$ cat config.mk
export PLATFORM = sky130hd
export DESIGN_NAME = audio_frame_writer
export DESIGN_NICKNAME = d
export VERILOG_FILES = /design/src/rtl/audio_frame_writer.sv
export SDC_FILE = /design/constraint.sdc
export NUM_CORES = 1
export LEC_CHECK = 0
export CAP_MARGIN = 20
export CORE_UTILIZATION = 40
export CTS_CLUSTER_SIZE = 24
export DETAILED_ROUTE_END_ITERATION = 8
export PLACE_DENSITY = 0.7
export SYNTH_ARGS = -nofsm -noshare
export SYNTH_HDL_FRONTEND = slang
export SYNTH_SLANG_ARGS = --single-unit
export TNS_END_PERCENT = 20
$ cat constraint.sdc
create_clock -name ck -period 2.35 [get_ports ck]
set_input_delay 0.5875 -clock ck [delete_from_list [all_inputs] [get_ports ck]]
set_output_delay 0.5875 -clock ck [all_outputs]
set_load 0.1 [all_outputs]
$ cat src/rtl/audio_frame_writer.sv
// Audio sample RAM producer: writes per-channel samples at {chan, wr_frame}, then publishes
// the completed frame index and restarts the DSP sequencer through its active-low run input.
module audio_frame_writer #(
  parameter int unsigned CHAN_W  = 3,
  parameter int unsigned FRAME_W = 4,
  parameter int unsigned CHANS   = 8,
  parameter int unsigned AUDIO_W = CHAN_W + FRAME_W
) (
  input  logic               ck,
  input  logic               rst,
  input  logic               in_valid,
  output logic               in_ready,
  input  logic [CHAN_W-1:0]  in_chan,
  input  logic [15:0]        in_data,
  output logic [AUDIO_W-1:0] audio_waddr,
  output logic [15:0]        audio_wdata,
  output logic               audio_we,
  output logic [FRAME_W-1:0] frame,
  output logic               seq_run,
  input  logic               seq_done,
  output logic               overrun,
  output logic               chan_err,
  input  logic               err_clr
);

  typedef enum logic [1:0] {StCollect, StKick0, StKick1, StKick2} state_e;

  localparam logic [CHAN_W-1:0] LastChan = CHAN_W'(CHANS - 1);

  state_e               state_q, state_d;
  logic [CHAN_W-1:0]    exp_chan_q, exp_chan_d;
  logic [FRAME_W-1:0]   wr_frame_q, wr_frame_d;
  logic [FRAME_W-1:0]   frame_q, frame_d;
  logic                 seq_run_q, seq_run_d;
  logic                 started_q, started_d;
  logic                 we_q, we_d;
  logic [AUDIO_W-1:0]   waddr_q, waddr_d;
  logic [15:0]          wdata_q, wdata_d;
  logic                 overrun_q, overrun_d;
  logic                 chan_err_q, chan_err_d;
  logic                 accept;
  logic                 ov_set;
  logic                 ce_set;

  assign in_ready    = (state_q == StCollect);
  assign accept      = in_valid && in_ready;
  assign audio_waddr = waddr_q;
  assign audio_wdata = wdata_q;
  assign audio_we    = we_q;
  assign frame       = frame_q;
  assign seq_run     = seq_run_q;
  assign overrun     = overrun_q;
  assign chan_err    = chan_err_q;

  // Next-state: sample collection, frame publication and sticky error flags.
  always_comb begin
    state_d    = state_q;
    exp_chan_d = exp_chan_q;
    wr_frame_d = wr_frame_q;
    frame_d    = frame_q;
    seq_run_d  = seq_run_q;
    started_d  = started_q;
    we_d       = 1'b0;
    waddr_d    = waddr_q;
    wdata_d    = wdata_q;
    ov_set     = 1'b0;
    ce_set     = 1'b0;

    case (state_q)
      StCollect: begin
        if (accept) begin
          // Channel 0 always resynchronises the frame, even when out of order.
          if ((in_chan == exp_chan_q) || (in_chan == '0)) begin
            if (in_chan != exp_chan_q) ce_set = 1'b1;
            we_d    = 1'b1;
            waddr_d = {in_chan, wr_frame_q};
            wdata_d = in_data;
            if (in_chan == LastChan) begin
              exp_chan_d = '0;
              state_d    = StKick0;
            end else begin
              exp_chan_d = in_chan + CHAN_W'(1);
            end
          end else begin
            ce_set     = 1'b1;
            exp_chan_d = '0;
          end
        end
      end
      StKick0: begin
        frame_d    = wr_frame_q;
        wr_frame_d = wr_frame_q + FRAME_W'(1);
        seq_run_d  = 1'b0;
        if (started_q && !seq_done) ov_set = 1'b1;
        started_d  = 1'b1;
        state_d    = StKick1;
      end
      StKick1: begin
        state_d = StKick2;
      end
      StKick2: begin
        seq_run_d = 1'b1;
        state_d   = StCollect;
      end
      default: begin
        state_d = StCollect;
      end
    endcase

    // A set on the same edge wins over a clear.
    overrun_d  = ov_set | (overrun_q & ~err_clr);
    chan_err_d = ce_set | (chan_err_q & ~err_clr);
  end

  // State and registered outputs.
  always_ff @(posedge ck or posedge rst) begin
    if (rst) begin
      state_q    <= StCollect;
      exp_chan_q <= '0;
      wr_frame_q <= '0;
      frame_q    <= '0;
      seq_run_q  <= 1'b0;
      started_q  <= 1'b0;
      we_q       <= 1'b0;
      waddr_q    <= '0;
      wdata_q    <= '0;
      overrun_q  <= 1'b0;
      chan_err_q <= 1'b0;
    end else begin
      state_q    <= state_d;
      exp_chan_q <= exp_chan_d;
      wr_frame_q <= wr_frame_d;
      frame_q    <= frame_d;
      seq_run_q  <= seq_run_d;
      started_q  <= started_d;
      we_q       <= we_d;
      waddr_q    <= waddr_d;
      wdata_q    <= wdata_d;
      overrun_q  <= overrun_d;
      chan_err_q <= chan_err_d;
    end
  end

endmodule

# After elaboration in Yosys (flattened, before gate mapping)
# Index checks and enable logic that the tools add are counted.
dict set report classes {
  bitwise 5
  mul 0
  n_eq_ne 9
  shifts 0
  addsub 2
  reduce_logical 10
  n_div 0
  magnitude_cmp 0
  mux 16
}
# op n
set op_table {}
lappend op_table {{$mux W1} 9}
lappend op_table {{$pmux W2 S4} 1}
lappend op_table {{$mux W2} 3}
lappend op_table {{$mux W3} 2}
lappend op_table {{$ne A2 B1 Y1 const B} 3}
lappend op_table {{$reduce_and A3 Y1} 2}
lappend op_table {{$add A4 B1 Y4 const B} 1}
lappend op_table {{$eq A2 B2 Y1 const B} 2}
lappend op_table {{$add A3 B1 Y3 const B} 1}
lappend op_table {{$eq A3 B3 Y1} 1}
lappend op_table {{$eq A3 B3 Y1 const B} 1}
lappend op_table {{$logic_not A3 Y1} 1}
lappend op_table {{$ne A3 B3 Y1} 1}
lappend op_table {{$and A1 B1 Y1} 2}
lappend op_table {{$eq A2 B1 Y1 const B} 1}
lappend op_table {{$logic_and A1 B1 Y1} 2}
lappend op_table {{$logic_not A2 Y1} 1}
lappend op_table {{$or A1 B1 Y1} 2}
lappend op_table {{$pmux W1 S2} 1}
lappend op_table {{$reduce_and A2 Y1} 1}
lappend op_table {{$reduce_bool A2 Y1} 1}
lappend op_table {{$logic_not A1 Y1} 1}
lappend op_table {{$logic_or A1 B1 Y1} 1}
lappend op_table {{$not A1 Y1} 1}
dict set report word_totals {
  inputBits 24
  mem_bits_rw 0
  out_inout_bits 32
  mem_bits_ro 0
  word_cells 53
  latch_bits 0
  ff_bits 41
  mem_count 0
}

# Logic depth before layout (Yosys ltp)
dict set report logic_depth {
  depth_word 6
  depth_mapped 8
  depth_no_buf 6
}

# Worst setup path before layout
# Ideal clock, no wire load.
dict set report synth_path {
  path_type {register to register}
  from {reg state_q[0]}
  to {reg waddr_q[5] (netlist: audio_waddr[5])}
  path_stages_with_launch 7
  arrival_ns 2.525
  path_slack_ns -0.304
  setup_ns 0.129
  cell_sequence {dfrtp_1 inv_1 ha_1 nand2_1 or4_2 a21oi_1 a211oi_1}
}
dict set report synth_via {
  elab_chain_len 3
}
# item line
set synth_rtl {}
lappend synth_rtl {{start: declaration} 30} ;# state_e state_q, state_d;
lappend synth_rtl {{start signal: assignment} 118} ;# state_q <= StCollect;
lappend synth_rtl {{start signal: assignment} 130} ;# state_q <= state_d;
lappend synth_rtl {{$logic_not A2 Y1 (*)} 45} ;# assign in_ready = (state_q == StCollect);
lappend synth_rtl {{named net in_ready} 12} ;# output logic in_ready,
lappend synth_rtl {{$logic_and A1 B1 Y1} 46} ;# assign accept = in_valid && in_ready;
lappend synth_rtl {{$reduce_and A3 Y1 (no source line) (*)} -}
lappend synth_rtl {{end signal: assignment} 137} ;# waddr_q <= waddr_d;
lappend synth_rtl {{end: declaration} 37} ;# logic [AUDIO_W-1:0] waddr_q, waddr_d;
# Mark *: on every way through the listed nets, which the timed path passes. The rest lies on a longest branch.
# A chain may end at the register's enable or synchronous reset.

# Final worst setup path
dict set report layout_path {
  from {in in_chan[1]}
  to {reg wdata_q[1] (netlist: audio_wdata[1])}
}
dict set report layout_via {
  elab_chain_len 3
  word_cells_on_any_way 4
}
# item line
set layout_rtl {}
lappend layout_rtl {{start: declaration} 13} ;# input logic [CHAN_W-1:0] in_chan,
lappend layout_rtl {{$eq A3 B3 Y1 or $logic_not A3 Y1 (tied branches)} 73} ;# if ((in_chan == exp_chan_q) || (in_chan == '0)) begin
lappend layout_rtl {{$logic_or A1 B1 Y1 (*)} 73}
lappend layout_rtl {{$reduce_and A3 Y1 (no source line) (*)} -}
lappend layout_rtl {{end signal: assignment} 138} ;# wdata_q <= wdata_d;
lappend layout_rtl {{end: declaration} 38} ;# logic [15:0] wdata_q, wdata_d;
# Every way passes the cells marked *; elsewhere a longest branch is shown, timed or not.

==> flow_summary_export.csv <==
group,metric,value,unit
synthesis,async_flop_share,1.00,
layout,drive_gt1_frac,0.404,
setup_path,cp_top_family,"buffers and inverters",
synthesis,syn_nets,164,
setup_path,cp_slowest_cell,"clkdlybuf4s50_1",
timing,setup-violations-final,0,
worst_hold_path,hold_class,"reg2reg",
run,drv_cap,0,
layout,area_growth,36.6,%
timing,hold_violations,0,
timing,clock-skew-final,0.00658,ns
setup_path,startpoint_type,"input port",
setup_path,r2r_slack,0.48,ns
setup_path,cp-end-kind,"register",
floorplanning,core_area,4410,um2
grt,use_met2,0.259,
placement,placedCellCount,247,
layout,fillers,374,
placement,dp_hpwl,2710,um
grt,antenna_found_initial,0,
synthesis,synth-simple-area-share,0.0598,
setup_path,path_buf_inv,3,
clock_tree,h-tree-depth,2,
synthesis,avgSynthCellArea,14.1,um2
clock_tree,cts_sinks,41,
synthesis,synth_top_family_by_area,"multiplexers",
grt,grt-ovfl-total,0,
setup_path,cp.arrival,2.33,ns
clock_tree,clkLatencyLatePin,0.28,ns
synthesis,synth.area.top_cells,"dfrtp_1 55%, mux2_4 15%, ha_1 5.4%, mux2_2 4.2%, buf_12 2.2%",
setup_path,crit_type,"in2reg",
placement,io_buffers,55,
timing,tightest_slew,0.516,ns
grt,grt_util_all_layers,0.168,
synthesis,yosysSeqAreaShare,0.551,
layout,layout.cells.non_filler,255,
synthesis,ys_seq_elements,41,
synthesis,ys.warnings.count,0,
clock_tree,hold_buffers,0,
grt,met3_usage,0.0548,
synthesis,synth_compound_area_frac,0.0638,
outcome,status,"complete, no violations",
layout,seqCellArea,1030,um2
setup_path,crit_required,2.52,ns
placement,gp_congestion,0.841,
detailed_routing,route.detailed.drc,0,
setup_path,path_cells,"clkdlybuf4s50_1, inv_1, ha_1, nand2b_1, o31ai_2, and2_1, buf_12, mux2_2",
timing,drv_slew,0,
grt,grt_pass1_wl,6420,um
clock_tree,cts_buffers,5,
layout,multi_input_area,749,um2
grt,grt_pass1_vias,1318,
clock_tree,root_buffer,"clkbuf_8",
timing,whs,0.481,ns
detailed_routing,wirelength,3780,um
floorplanning,die_h,70.2,um
synthesis,synth_edf_count,0,
setup_path,max_stage_delay,0.49,ns
floorplanning,dieArea,4930,um2
synthesis,ys.flop_type,"dfrtp_1",
clock_tree,cts_tree,"built",
detailed_routing,avgRoutedWirePerCell,14.8,um
layout,nNetsFinal,234,
clock_tree,clk_path_buf_depth,2,
timing,min_period_over_period,0.923,
grt,gr-usage-met1,0.226,
detailed_routing,drt-pass1-iter-count,4,
timing,max_freq,461,MHz
detailed_routing,drtAntennaViolNets,0,
floorplanning,initial_core_util,0.422,
synthesis,syn_area,1860,um2
floorplanning,ios,56,
detailed_routing,vias_per_cell,4.88,
layout,final_core_util,0.576,
synthesis,synth_mux_area_frac,0.196,
detailed_routing,drt_iter0_drc,60,
synthesis,ys_top_cells_by_count,"41 x dfrtp_1, 19 x mux2_4, 9 x inv_1",
detailed_routing,dr_total_vias,1244,
synthesis,yosys.area.top_type_share,0.551,
synthesis,syn_inst,132,
grt,grt_busiest_layer,"met2",
synthesis,synth_fa_ha_area_frac,0.0538,
synthesis,yosys.area_share.xor_xnor,0.0282,
timing,rsz0062_at_grt,"false",
floorplanning,std_cell_rows,24,
clock_tree,clk_transition_reported_paths,0.07,ns
grt,grt_max_degree,42,
timing,fin_crit,2.17,ns
synthesis,ys_types,33,
synthesis,synth_top_area_cell,"dfrtp_1",
synthesis,yosysMostFrequentCell,"dfrtp_1",
layout,antenna_cells,0,
setup_path,worstPathMaxFanout,22,
clock_tree,cts_resized,0,
clock_tree,post_cts_buffers,0,
timing,maxSlewHeadroom,0.656,
floorplanning,fp.dieW,70.2,um
state kept, by name, summed over array words and instances (netlist names):
register / count
audio_wdata: 16
audio_waddr: 7
frame: 4
wr_frame_q: 4
exp_chan_q: 3
state_q: 2
audio_we: 1
chan_err: 1
overrun: 1
seq_run: 1
started_q: 1
metal layers:
metal  wire length, um  part of all wire
met1              1750              0.46
met2              1750              0.46
met3               248             0.066
met4                25            0.0066
met5                 0                 0
layout by cell type (no fill, tap or decap), types with 2 or more instances in the layout:
master / netlist / final
buf_4: 0 / 42
dfrtp_1: 41 / 41
clkdlybuf4s50_1: 0 / 23
mux2_4: 19 / 19
inv_1: 9 / 9
nand2_1: 8 / 8
mux2_2: 7 / 7
ha_1: 8 / 7
clkbuf_8: 0 / 5
xor2_1: 4 / 4
o21ai_0: 3 / 3
a21oi_1: 3 / 3
nand2b_1: 2 / 2
a21o_1: 2 / 2
xnor2_1: 2 / 2
nand3_1: 2 / 2
o22ai_1: 2 / 2
clkinv_2: 0 / 2
buf_12: 2 / 2
final timing paths:
check	start	endpoint	cells after the start
hold / removal	started_q	started_q	1
max in group asynchronous	rst	seq_run	3
setup reg to reg	state_q[1]	audio_waddr[5]	6
setup / recovery	in_chan[1]	audio_wdata[1]	8
hold reg to reg	started_q	started_q	1
min in group asynchronous	rst	audio_wdata[12]	3
cell families (layout without fill, tap and decap cells):
family / Yosys count / count (layout)
buffers and inverters: 13 / 84
flip-flops: 41 / 41
adder cells (fa/ha/maj): 8 / 8
AO/OA/AOI/OAI: 17 / 17
XOR/XNOR: 6 / 6
multiplexers: 26 / 26
AND/OR/NAND/NOR: 21 / 21
worst register-to-register path: stages, from the launching register on:
cell      delay [ns]
dfrtp_1         0.43
inv_1           0.10
ha_2            0.27
nand2_1         0.10
or4_2           0.65
a21oi_1         0.16
a211oi_1        0.06
final cells by class:
| cell class | instances | area share |
|---|---|---|
| flip-flops and latches | 41 | 0.404 |
| multi-input cells | 78 | 0.295 |
| repair buffers | 67 | 0.230 |
| clock buffers | 6 | 0.0285 |
| well taps | 52 | 0.0256 |
| inverters | 9 | 0.0133 |
| clock inverters | 2 | 0.00394 |
through the flow:
stage          worst slack (ns)  TNS [ns]  area [um2]
2_1_floorplan            0.0842         0        1860
3_3_place_gp            -0.0345    -0.396        2460
3_5_place_dp             -0.111     -2.02        2460
4_1_cts                   0.184         0        2540
5_1_grt                   0.143         0        2540
6_report                  0.181         0        2540
Power is not shown: default switching activity piles up to over one toggle a cycle in this logic, so the estimate is an artifact.
